### config.mk
export PLATFORM = sky130hd
export DESIGN_NAME = comparator_seq_n_bit
export DESIGN_NICKNAME = d
export VERILOG_FILES = /design/src/rtl/comparator_seq_n_bit.sv
export SDC_FILE = /design/constraint.sdc
export NUM_CORES = 1
export LEC_CHECK = 0
export CELL_PAD_IN_SITES_DETAIL_PLACEMENT = 0
export CELL_PAD_IN_SITES_GLOBAL_PLACEMENT = 1
export CORE_MARGIN = 8
export CORE_UTILIZATION = 30
export CTS_CLUSTER_SIZE = 14
export DETAILED_ROUTE_END_ITERATION = 7
export PLACE_DENSITY_LB_ADDON = 0.1
export SLEW_MARGIN = 20
export SYNTH_ARGS = -nofsm -noshare
export SYNTH_HDL_FRONTEND = slang
export SYNTH_SLANG_ARGS = --single-unit
### constraint.sdc
create_clock -name clk -period 4.6 [get_ports clk]
set_clock_uncertainty 0.1 [all_clocks]
set_input_delay 0.46 -clock clk [delete_from_list [all_inputs] [get_ports clk]]
set_output_delay 0.46 -clock clk [all_outputs]
set_load 0.05 [all_outputs]
### src/rtl/comparator_seq_n_bit.sv
// ---------------------------------------------------------------------------
// comparator_seq_n_bit
//   Sequential unsigned magnitude comparator. An accepted operand pair is
//   compared one DIGIT-wide slice per cycle, most significant digit first.
//   The first unequal digit decides the result (early termination). If all
//   digits are equal, the result is "equal" after ND = N/DIGIT cycles.
//
// Parameters
//   N       operand width in bits
//   DIGIT   bits compared per cycle (N must be a multiple of DIGIT)
//
// Ports
//   clk        in   sole clock, rising edge
//   rst_n      in   asynchronous active-low reset
//   in_valid   in   operand pair a/b offered
//   in_ready   out  block is idle and can accept a pair
//   a, b       in   unsigned operands (N bits)
//   out_valid  out  l/e/h hold a valid result
//   out_ready  in   consumer takes the result
//   l, e, h    out  registered A<B, A==B, A>B (held until the next decision)
// ---------------------------------------------------------------------------
module comparator_seq_n_bit #(
  parameter int N     = 32,
  parameter int DIGIT = 4
) (
  input  logic         clk,
  input  logic         rst_n,
  input  logic         in_valid,
  output logic         in_ready,
  input  logic [N-1:0] a,
  input  logic [N-1:0] b,
  output logic         out_valid,
  input  logic         out_ready,
  output logic         l,
  output logic         e,
  output logic         h
);

  localparam int ND    = N / DIGIT;
  localparam int IDX_W = (ND > 1) ? $clog2(ND) : 1;
  localparam logic [IDX_W-1:0] IDX_TOP = IDX_W'(ND - 1);

  typedef enum logic [1:0] {
    IDLE = 2'd0,
    BUSY = 2'd1,
    DONE = 2'd2
  } state_t;

  state_t           r_state;
  state_t           w_state_next;

  logic [N-1:0]     r_a;
  logic [N-1:0]     r_b;
  logic [IDX_W-1:0] r_idx;
  logic             r_l;
  logic             r_e;
  logic             r_h;

  // Latched operands split into digits so the current digit is a plain mux.
  logic [DIGIT-1:0] w_a_dig [ND];
  logic [DIGIT-1:0] w_b_dig [ND];

  genvar gi;
  generate
    for (gi = 0; gi < ND; gi++) begin : g_digit
      assign w_a_dig[gi] = r_a[gi*DIGIT +: DIGIT];
      assign w_b_dig[gi] = r_b[gi*DIGIT +: DIGIT];
    end
  endgenerate

  logic [DIGIT-1:0] w_a_cur;
  logic [DIGIT-1:0] w_b_cur;
  logic             w_gt;
  logic             w_lt;
  logic             w_last;

  assign w_a_cur = w_a_dig[r_idx];
  assign w_b_cur = w_b_dig[r_idx];
  assign w_gt    = (w_a_cur > w_b_cur);
  assign w_lt    = (w_a_cur < w_b_cur);
  assign w_last  = (r_idx == '0);

  // State register
  always_ff @(posedge clk or negedge rst_n) begin
    if (!rst_n) begin
      r_state <= IDLE;
    end else begin
      r_state <= w_state_next;
    end
  end

  // Next-state logic
  always_comb begin
    w_state_next = r_state;
    case (r_state)
      IDLE: begin
        if (in_valid) begin
          w_state_next = BUSY;
        end
      end
      BUSY: begin
        // A differing digit settles the result; otherwise finish at digit 0.
        if (w_gt || w_lt || w_last) begin
          w_state_next = DONE;
        end
      end
      DONE: begin
        if (out_ready) begin
          w_state_next = IDLE;
        end
      end
      default: w_state_next = IDLE;
    endcase
  end

  // Operand, digit index and result registers
  always_ff @(posedge clk or negedge rst_n) begin
    if (!rst_n) begin
      r_a   <= '0;
      r_b   <= '0;
      r_idx <= IDX_TOP;
      r_l   <= 1'b0;
      r_e   <= 1'b0;
      r_h   <= 1'b0;
    end else begin
      if (r_state == IDLE && in_valid) begin
        r_a   <= a;
        r_b   <= b;
        r_idx <= IDX_TOP;
      end else if (r_state == BUSY) begin
        if (w_gt) begin
          r_l <= 1'b0;
          r_e <= 1'b0;
          r_h <= 1'b1;
        end else if (w_lt) begin
          r_l <= 1'b1;
          r_e <= 1'b0;
          r_h <= 1'b0;
        end else if (w_last) begin
          r_l <= 1'b0;
          r_e <= 1'b1;
          r_h <= 1'b0;
        end else begin
          r_idx <= r_idx - 1'b1;
        end
      end
    end
  end

  assign in_ready  = (r_state == IDLE);
  assign out_valid = (r_state == DONE);
  assign l         = r_l;
  assign e         = r_e;
  assign h         = r_h;

endmodule
Word-level counts from Yosys, hierarchy flattened

Cells that the tools add are included.

Output and inout bits: 5
Input port bits: 68
Word-level logic and storage cells: 54
Bits in registers: 72

Multiplexer cells: 23
Bitwise logic cells: 2
Reductions and logical operators: 10
Eq/ne operators: 8
$lt $le $gt $ge: 3
Add/sub/neg operators: 1

Operators with widths:

| kind                | number |
|---|---|
| $bmux 4 s3          | 2 |
| $mux 4              | 4 |
| $mux 3              | 5 |
| $mux 1              | 8 |
| $ne 2x1->1 const B  | 4 |
| $mux 2              | 3 |
| $pmux 2 s3          | 1 |
| $reduce_and 3->1    | 2 |
| $ge 4x4->1 const B  | 1 |
| $gt 4x4->1          | 1 |
| $lt 4x4->1          | 1 |
| $ne 2x2->1 const B  | 2 |
| $not 3->4           | 1 |
| $reduce_and 4->1    | 1 |
| $logic_not 3->1     | 1 |
| $reduce_bool 3->1   | 1 |
| $sub 3x1->3 const B | 1 |
| $eq 2x1->1 const B  | 1 |
| $eq 2x2->1 const B  | 1 |
| $logic_not 2->1     | 1 |
| $logic_or 1x1->1    | 2 |
| $reduce_bool 2->1   | 1 |
| $logic_and 1x1->1   | 1 |
| $not 1->1           | 1 |

Longest topological paths before layout

Gate-level depths: netlist of the first run.

Depth in word-level cells: 9
Gate-level depth with buffers: 9
Depth with buffers taken out: 8

Worst setup path before layout of the first run

OpenSTA, ideal clock, no wires.

Path type: reg2reg
Start: reg r_idx[0]
End: reg r_h (netlist: h)
Stages on the path, launching flop included: 10
Period minus slack after synthesis: 2538 ps
Setup slack: 2062 ps
Data required time: 4378 ps
Data arrival time: 2317 ps
Path buffers: 2
Library setup time: 122 ps
Path through: dfstp_2 > buf_6 > buf_12 > mux4_2 > mux2i_1 > ha_1 > a21oi_1 > nand3_1 > a21o_1 > a32o_1

Word-level cells in the longest chain between the ends: 7
Elaborated cells between the ends (all ways): 14
Classes of those cells: order compare (2); mux (8); bitwise (1); reduce/logical (3)

RTL lines:

| item                                                                | line   | RTL |
|---|---|---|
| from (decl)                                                         | 54     | `logic [IDX_W-1:0] r_idx;` |
| from (signal assigned)                                              | 144    | `r_idx <= r_idx - 1'b1;` |
| $not 3->4 (implied by the code)                                     | 77, 78 |  |
| $bmux 4 s3, on equally long branches                                | 77, 78 |  |
| $mux 4, on equally long branches (2 in a row)                       | 77, 78 |  |
| $gt 4x4->1 / $lt 4x4->1 (equally long branches)                     | 79, 80 |  |
| $reduce_bool 3->1 (no source line) / $mux 1 (equally long branches) | n/a    |  |
| $reduce_and 3->1 (no source line) / $mux 1 (equally long branches)  | n/a    |  |
| to (signal assigned)                                                | 124    | `r_h <= 1'b0;` |
| to (signal assigned)                                                | 134    | `r_h <= 1'b1;` |
| to (signal assigned)                                                | 138    | `r_h <= 1'b0;` |
| to (decl)                                                           | 57     | `logic r_h;` |

Several ways; a longest one is shown, not always the timed one. The select of a mux whose other input is x is not followed.
A chain may end at the register's enable or synchronous reset.

Final worst setup path of the first run

Start: reg r_idx[0]
End: reg r_idx[0]

Word-level cells in the longest chain between the ends: 7
Elaborated cells between the ends (all ways): 20
Classes of those cells: add/sub (1); order compare (2); eq/ne (3); mux (11); bitwise (1); reduce/logical (2)

RTL lines:

| item                                            | line |
|---|---|
| $not 3->4 (implied by the code)                 | 77, 78 |
| $bmux 4 s3, on equally long branches            | 77, 78 |
| $mux 4, on equally long branches (2 in a row)   | 77, 78 |
| $lt 4x4->1 / $gt 4x4->1 (equally long branches) | 80, 79 |
| $ne 2x1->1 (no source line)                     | n/a |
| $reduce_and 4->1 (no source line)               | n/a |

Several ways; a longest one is shown, not always the timed one. The select of a mux whose other input is x is not followed.

==> impl_metrics.py, run 1 <==
metrics = {
    "clocking": {
        "clk_pin_slew_ns": 0.06,
        "clock-root-buffer": "clkbuf_16",
        "cts.path.max_buffers": 2,
        "numClockSinks": 72,
        "htree_levels": 3,
        "cts_made_buffers": 9,
        "clock_latency_ns": 0.33,
        "cts_setup_buffers": 0,
        "cts_hold_buf": 0,
        "post_cts_resized": 0,
        "tritoncts": "done",
    },
    "layout": {
        "syn_to_final_growth_pct": 31.1,
        "fillers": 1062,
        "finalNonFillerCells": 441,
        "diodes": 0,
        "layout.nets": 367,
        "drive_gt1_share_pct": 30.2,
        "final_area_mm2": 0.00457,
        "utilization_pct": 40.2,
    },
    "setup_path": {
        "required_ns": 4.75,
        "critPathMostFrequentCell": "nand2_1",
        "crit_slowest_cell": "dfstp_2",
        "worstSetupStartpointType": "flop",
        "cp_num_buf_inv": 0,
        "critical_path.top_delay_family": "flip-flops",
        "end_kind": "flop",
        "path_max_fanout": 19,
        "max_stage_delay_ns": 0.92,
        "worstPathArrival_ns": 3.28,
        "crit_type": "reg -> reg",
        "cp_cell_sequence": "mux4_1 > nand2_1 > nand2_1 > ha_1 > nand4_1 > a21oi_1 > nand3_1 > mux2i_1",
    },
    "floorplanning": {
        "initial_core_util_pct": 30.7,
        "die_w_um": 124,
        "core.rowCount": 39,
        "core-area_mm2": 0.0114,
        "dieArea_mm2": 0.0153,
        "die_h_um": 124,
        "ios": 73,
    },
    "placement": {
        "finalWeightedCongestion": 0.696,
        "place_inst": 425,
        "port_buffers": 72,
        "pre_cts_slack_ns": 1.43,
        "place_hpwl_mm": 5.41,
        "placedInstanceArea_mm2": 0.00426,
    },
    "drt": {
        "wl_per_cell_um": 17.4,
        "drt_iter0_markers": 65,
        "drt-pass1-iter-count": 4,
        "drt_wl_total_mm": 7.67,
        "vias_per_cell": 4.59,
        "drc": 0,
        "vias": 2025,
        "ant_nets": 0,
    },
    "sta": {
        "timing.final.ws_setup_ns": 1.46,
        "hold_viol": 0,
        "setup_viol": 0,
        "post-route-period-util_pct": 68.2,
        "period_minus_slack_ns": 3.14,
        "rsz0062_at_grt": "no",
        "tns_ns": 0,
        "tightestPinTransition_ns": 0.992,
        "slew_headroom_pct": 33.9,
        "fmax_ghz": 0.319,
        "drv_slew": 0,
        "whs_ns": 0.151,
    },
    "global_routing": {
        "grt_pass1_wl_mm": 12.5,
        "globalRouteOverflowTotal": 0,
        "grt_use_met3_pct": 3.35,
        "antenna_found_initial": 0,
        "top_usage_layer": "met2",
        "met1_usage_pct": 13.5,
        "gr-usage-met2_pct": 17.2,
        "grt_max_degree": 73,
        "grtUsageTotal_pct": 10.8,
        "grt_pass1_vias": 2332,
    },
    "power_and_ir_drop": {
        "p_int_mw": 2.07,
        "power.density_mw_per_mm2": 641,
        "power_frac_comb_pct": 36.2,
        "pwr-share-clk_pct": 25.4,
        "p_switching_mw": 0.856,
        "vdd_drop_max_mv": 0.325,
        "p_total_mw": 2.93,
        "leakage_nw": 2.00,
        "switching_share_pct": 29.2,
        "seqPwrFrac_pct": 38.4,
    },
    "hold_path": {
        "hold_path_class": "in -> async",
    },
    "synthesis": {
        "syn-cell-area_mm2": 0.00349,
        "synth_nets": 297,
        "yosys.area.top_type": "dfrtp_1",
        "synth_cell_type_count": 31,
        "avgSynthCellArea_um2": 15.6,
        "netlist_instances": 223,
        "yosysTopAreaCellShare_pct": 49.5,
        "yosysWarnings": 0,
        "synth.area.top_cells": "dfrtp_1 49%, mux2_2 15%, mux4_1 7.5%, mux2_4 6.9%, mux4_2 3.9%",
        "seq_area_frac_synth_pct": 51.8,
        "ys_ff_latch": 72,
    },
    "run_status": {
        "status": "completed",
    },
    "run": {
        "drv_cap": 0,
    },
}
Yosys cell counts:
library cell	number
buf_2	2
nand4_1	1
buf_12	1
or2b_1	1
nor2_1	4
o2111ai_1	1
a21o_1	1
clkbuf_2	1
buf_4	4
a21boi_0	1
o21ai_0	3
mux2_2	48
nand2_1	13
inv_1	5
mux2i_1	7
mux4_1	10
o21bai_1	2
ha_1	6
buf_8	2
and2b_1	1
nand2b_1	4
mux2_4	16
dfstp_2	3
dfrtp_1	69
inv_2	1
a32o_1	1
mux4_2	6
a21oi_1	3
buf_6	3
and2_4	1
nand3_1	2
worst paths after layout:
check / startpoint / end / slack, ns / depth (start not counted)
min in group clk: r_b[7] / r_b[7] / 0.40 / 1
max in group asynchronous: rst_n / l / 3.63 / 1
hold / removal: rst_n / r_a[3] / 0.15 / 1
hold reg to reg: r_b[7] / r_b[7] / 0.40 / 1
setup / recovery: r_idx[0] / r_idx[0] / 1.46 / 8
setup reg to reg: r_idx[0] / r_idx[0] / 1.46 / 8
state kept, by name, summed over array words and instances, names as in the netlist:
name,count
l,1
r_idx,3
r_state,2
e,1
r_a,32
r_b,32
h,1
cells in the final DEF, fill, tap and decap left out, types with 2 or more instances in the layout:
cell type / count
a21oi_1: 3
bufinv_16: 2
clkbuf_1: 2
clkbuf_16: 9
clkdlybuf4s50_1: 71
clkinv_2: 2
dfrtp_1: 69
dfstp_2: 3
ha_1: 6
inv_1: 5
mux2_2: 48
mux2_4: 16
mux2i_1: 7
mux4_1: 10
mux4_2: 6
nand2_1: 13
nand2b_1: 4
nand3_1: 2
nor2_1: 4
o21ai_0: 3
o21bai_1: 2
cell type report:
class                           count  area (µm²)  area share [%]
Clock buffer                       12         246            5.39
Clock inverter                      4        70.1            1.53
Inverter                            6        22.5           0.492
Multi-Input combinational cell    132        1530            33.5
Sequential cell                    72        1810            39.5
Tap cell                          143         179            3.91
Timing Repair Buffer               72         718            15.7
cell families (layout without fill, tap and decap cells):
family | after synthesis | count (layout) | synth area share (%)
mux | 87 | 87 | 35.8
flops | 72 | 72 | 51.8
simple gates | 27 | 27 | 3.69
buf+inv | 19 | 94 | 4.34
compound gates | 12 | 12 | 2.26
fa+ha+maj | 6 | 6 | 2.15
power groups by stage:
stage	clock network (mW)	logic (mW)	registers [mW]
after global routing	0.794	1.17	1.17
after detailed placement	0	1.08	1.14
after CTS	0.765	1.09	1.13
after global placement	0	1.06	1.15
final	0.744	1.06	1.13
after floorplan	0	0.853	1.10
layer usage:
metal,wire length [µm],up-vias
li1,-,957
met1,3510,1023
met2,3690,37
met3,384,8
met4,93,0
met5,0,-
Note: power is estimated with default switching activity, not from simulation.
==> inputs of run 2 (changes only) <==
==> constraint.sdc (replaced) <==
create_clock -name clk -period 2.9 [get_ports clk]
set_clock_uncertainty 0.1 [all_clocks]
set_input_delay 0.29 -clock clk [delete_from_list [all_inputs] [get_ports clk]]
set_output_delay 0.29 -clock clk [all_outputs]
set_load 0.05 [all_outputs]
==> run 2 against run 1 <==
Compared with the run above:
- setup slack worse by 1.3 ns
- power up 60%
- combinational power up 72%
- maximum frequency up 15%
- global-route usage up 0.42 points
- hold slack worse by 0.13 ns
- largest cell class unchanged
==> impl_metrics.py, run 2 (same netlist as run 1, synthesis figures left out) <==
metrics = {
    "floorplanning": {
        "ios": 73,
        "die_h_um": 124,
        "initial_core_util_pct": 30.7,
        "core.rowCount": 39,
        "core-area_mm2": 0.0114,
        "dieArea_mm2": 0.0153,
        "die_w_um": 124,
    },
    "power_and_ir_drop": {
        "vdd_drop_max_mv": 0.543,
        "power.density_mw_per_mm2": 1010,
        "leakage_nw": 2.02,
    },
    "layout": {
        "regArea_mm2": 0.00181,
        "utilization_pct": 40.9,
        "layout.nets": 374,
        "drive_gt1_share_pct": 33.8,
        "final_cell_mix": "71 x clkdlybuf4s50_1, 69 x dfrtp_1, 48 x mux2_2",
        "syn_to_final_growth_pct": 33.3,
        "final_common_cell": "clkdlybuf4s50_1",
        "largestRegisters": "r_a x32, r_b x32, r_idx x3",
        "fillers": 1068,
        "multiInputGateArea_mm2": 0.00155,
        "diodes": 0,
    },
    "global_routing": {
        "antenna_found_initial": 0,
        "grt_max_degree": 73,
        "grtUsageTotal_pct": 11.3,
        "globalRouteOverflowTotal": 0,
        "grt_pass1_vias": 2427,
        "grt_pass1_wl_mm": 13.2,
    },
    "setup_path": {
        "crit_type": "reg -> reg",
        "path_max_fanout": 6,
        "r2r-end": "h",
        "end_kind": "flop",
        "worstPathArrival_ns": 2.85,
        "required_ns": 3.01,
        "r2r-start": "r_idx[0]",
        "rrSetupSlack_ns": 0.16,
        "worstSetupStartpointType": "flop",
        "worstRegToRegCells": 10,
    },
    "drt": {
        "wl_per_cell_um": 17.8,
        "drt_wl_total_mm": 7.96,
        "drt-pass1-iter-count": 4,
        "drt_iter0_markers": 101,
        "drc": 0,
        "vias": 2104,
        "vias_per_cell": 4.70,
        "ant_nets": 0,
    },
    "clocking": {
        "tritoncts": "done",
        "htree_levels": 3,
        "clock-root-buffer": "clkbuf_16",
        "clock_latency_ns": 0.33,
        "clk_pin_slew_ns": 0.06,
        "cts.path.max_buffers": 2,
        "numClockSinks": 72,
        "cts_made_buffers": 9,
    },
    "run": {
        "drv_cap": 0,
    },
    "sta": {
        "timing.final.ws_setup_ns": 0.161,
        "drv_slew": 0,
        "setup_viol": 0,
        "hold_viol": 0,
        "tightestPinTransition_ns": 0.939,
        "whs_ns": 0.0180,
        "fmax_ghz": 0.365,
        "tns_ns": 0,
        "period_minus_slack_ns": 2.74,
        "slew_headroom_pct": 37.4,
        "post-route-period-util_pct": 94.4,
    },
    "placement": {
        "port_buffers": 72,
        "finalWeightedCongestion": 0.706,
        "place_hpwl_mm": 5.75,
        "pre_cts_slack_ns": 0.0430,
    },
    "hold_path": {
        "hold_path_class": "in -> async",
    },
    "run_status": {
        "status": "completed",
    },
}
run 2: cell count changes in the layout (fill, tap and decap cells not counted), sizes merged:
cell      before  now
inv            6    7
bufinv         2    1
clkinvlp       0    3
clkbuf        12    9
buf            1    8
run 2: metal layers:
layer | global-route usage (%) | share of wire, %
met5 | 0 | 0
met4 | 3.91 | 1.4
met3 | 3.31 | 5.1
met2 | 17.7 | 48
met1 | 14.5 | 45
run 2: cell type report:
class | instances | share of cell area, %
clock buffers | 9 | 4.84
clock inverters | 7 | 1.53
inverters | 6 | 0.484
multi-input cells | 132 | 33.3
flip-flops and latches | 72 | 38.8
well taps | 143 | 3.85
repair buffers | 79 | 17.2
run 2: metrics by stage:
| step | instances | cell area [µm²] | power, mW |
|---|---|---|---|
| detailed placement | 431 | 4330 | 3.58 |
| CTS | 447 | 4620 | 4.71 |
| finish | 448 | 4650 | 4.70 |
| global route | 448 | 4650 | 5.02 |
| global placement | 431 | 4330 | 3.56 |
| floorplan | 223 | 3490 | 3.09 |
run 2: how the worst max path moves through the flow:
stage	startpoint	to	cells past startpoint
6_report	r_idx[0]	h	10
5_1_grt	r_idx[0]	r_state[1]	10
4_1_cts	r_idx[0]	r_state[1]	10
3_5_place_dp	r_idx[0]	h	10
3_3_place_gp	r_idx[0]	h	10
2_1_floorplan	r_idx[0]	h	9
run 2: where the power goes:
group / leakage [nW] / total [mW] / switching (mW) / internal (mW)
Sequential: 0.843 / 1.78 / 0.272 / 1.50
Clock: 0.138 / 1.10 / 0.439 / 0.666
Combinational: 1.04 / 1.82 / 0.728 / 1.09
run 2: timing repair:
item	4_1_cts	5_1_grt
hold buffers	0	0
hold endpoints to repair	0	0
setup buffers	0	1
setup endpoints to repair	0	8
resized for setup	0	5
run 2: critical path: stages, from the launching register on:
cell and delay, ns:
dfstp_2 0.56, buf_6 0.15, mux4_1 0.59, nand2_1 0.09
nand2_1 0.07, ha_1 0.31, nand4_1 0.17, a21oi_2 0.07
buf_4 0.14, a21o_1 0.18, a32o_1 0.20
==> inputs of run 3 (changes only) <==
--- a/config.mk
+++ b/config.mk
@@ -9,7 +9,7 @@
 export CELL_PAD_IN_SITES_GLOBAL_PLACEMENT = 1
 export CORE_MARGIN = 8
 export CORE_UTILIZATION = 30
-export CTS_CLUSTER_SIZE = 14
+export CTS_CLUSTER_SIZE = 12
 export DETAILED_ROUTE_END_ITERATION = 7
 export PLACE_DENSITY_LB_ADDON = 0.1
 export SLEW_MARGIN = 20
==> results of run 3 <==
Final layout, timing and power as in run 2 (identical DEF).
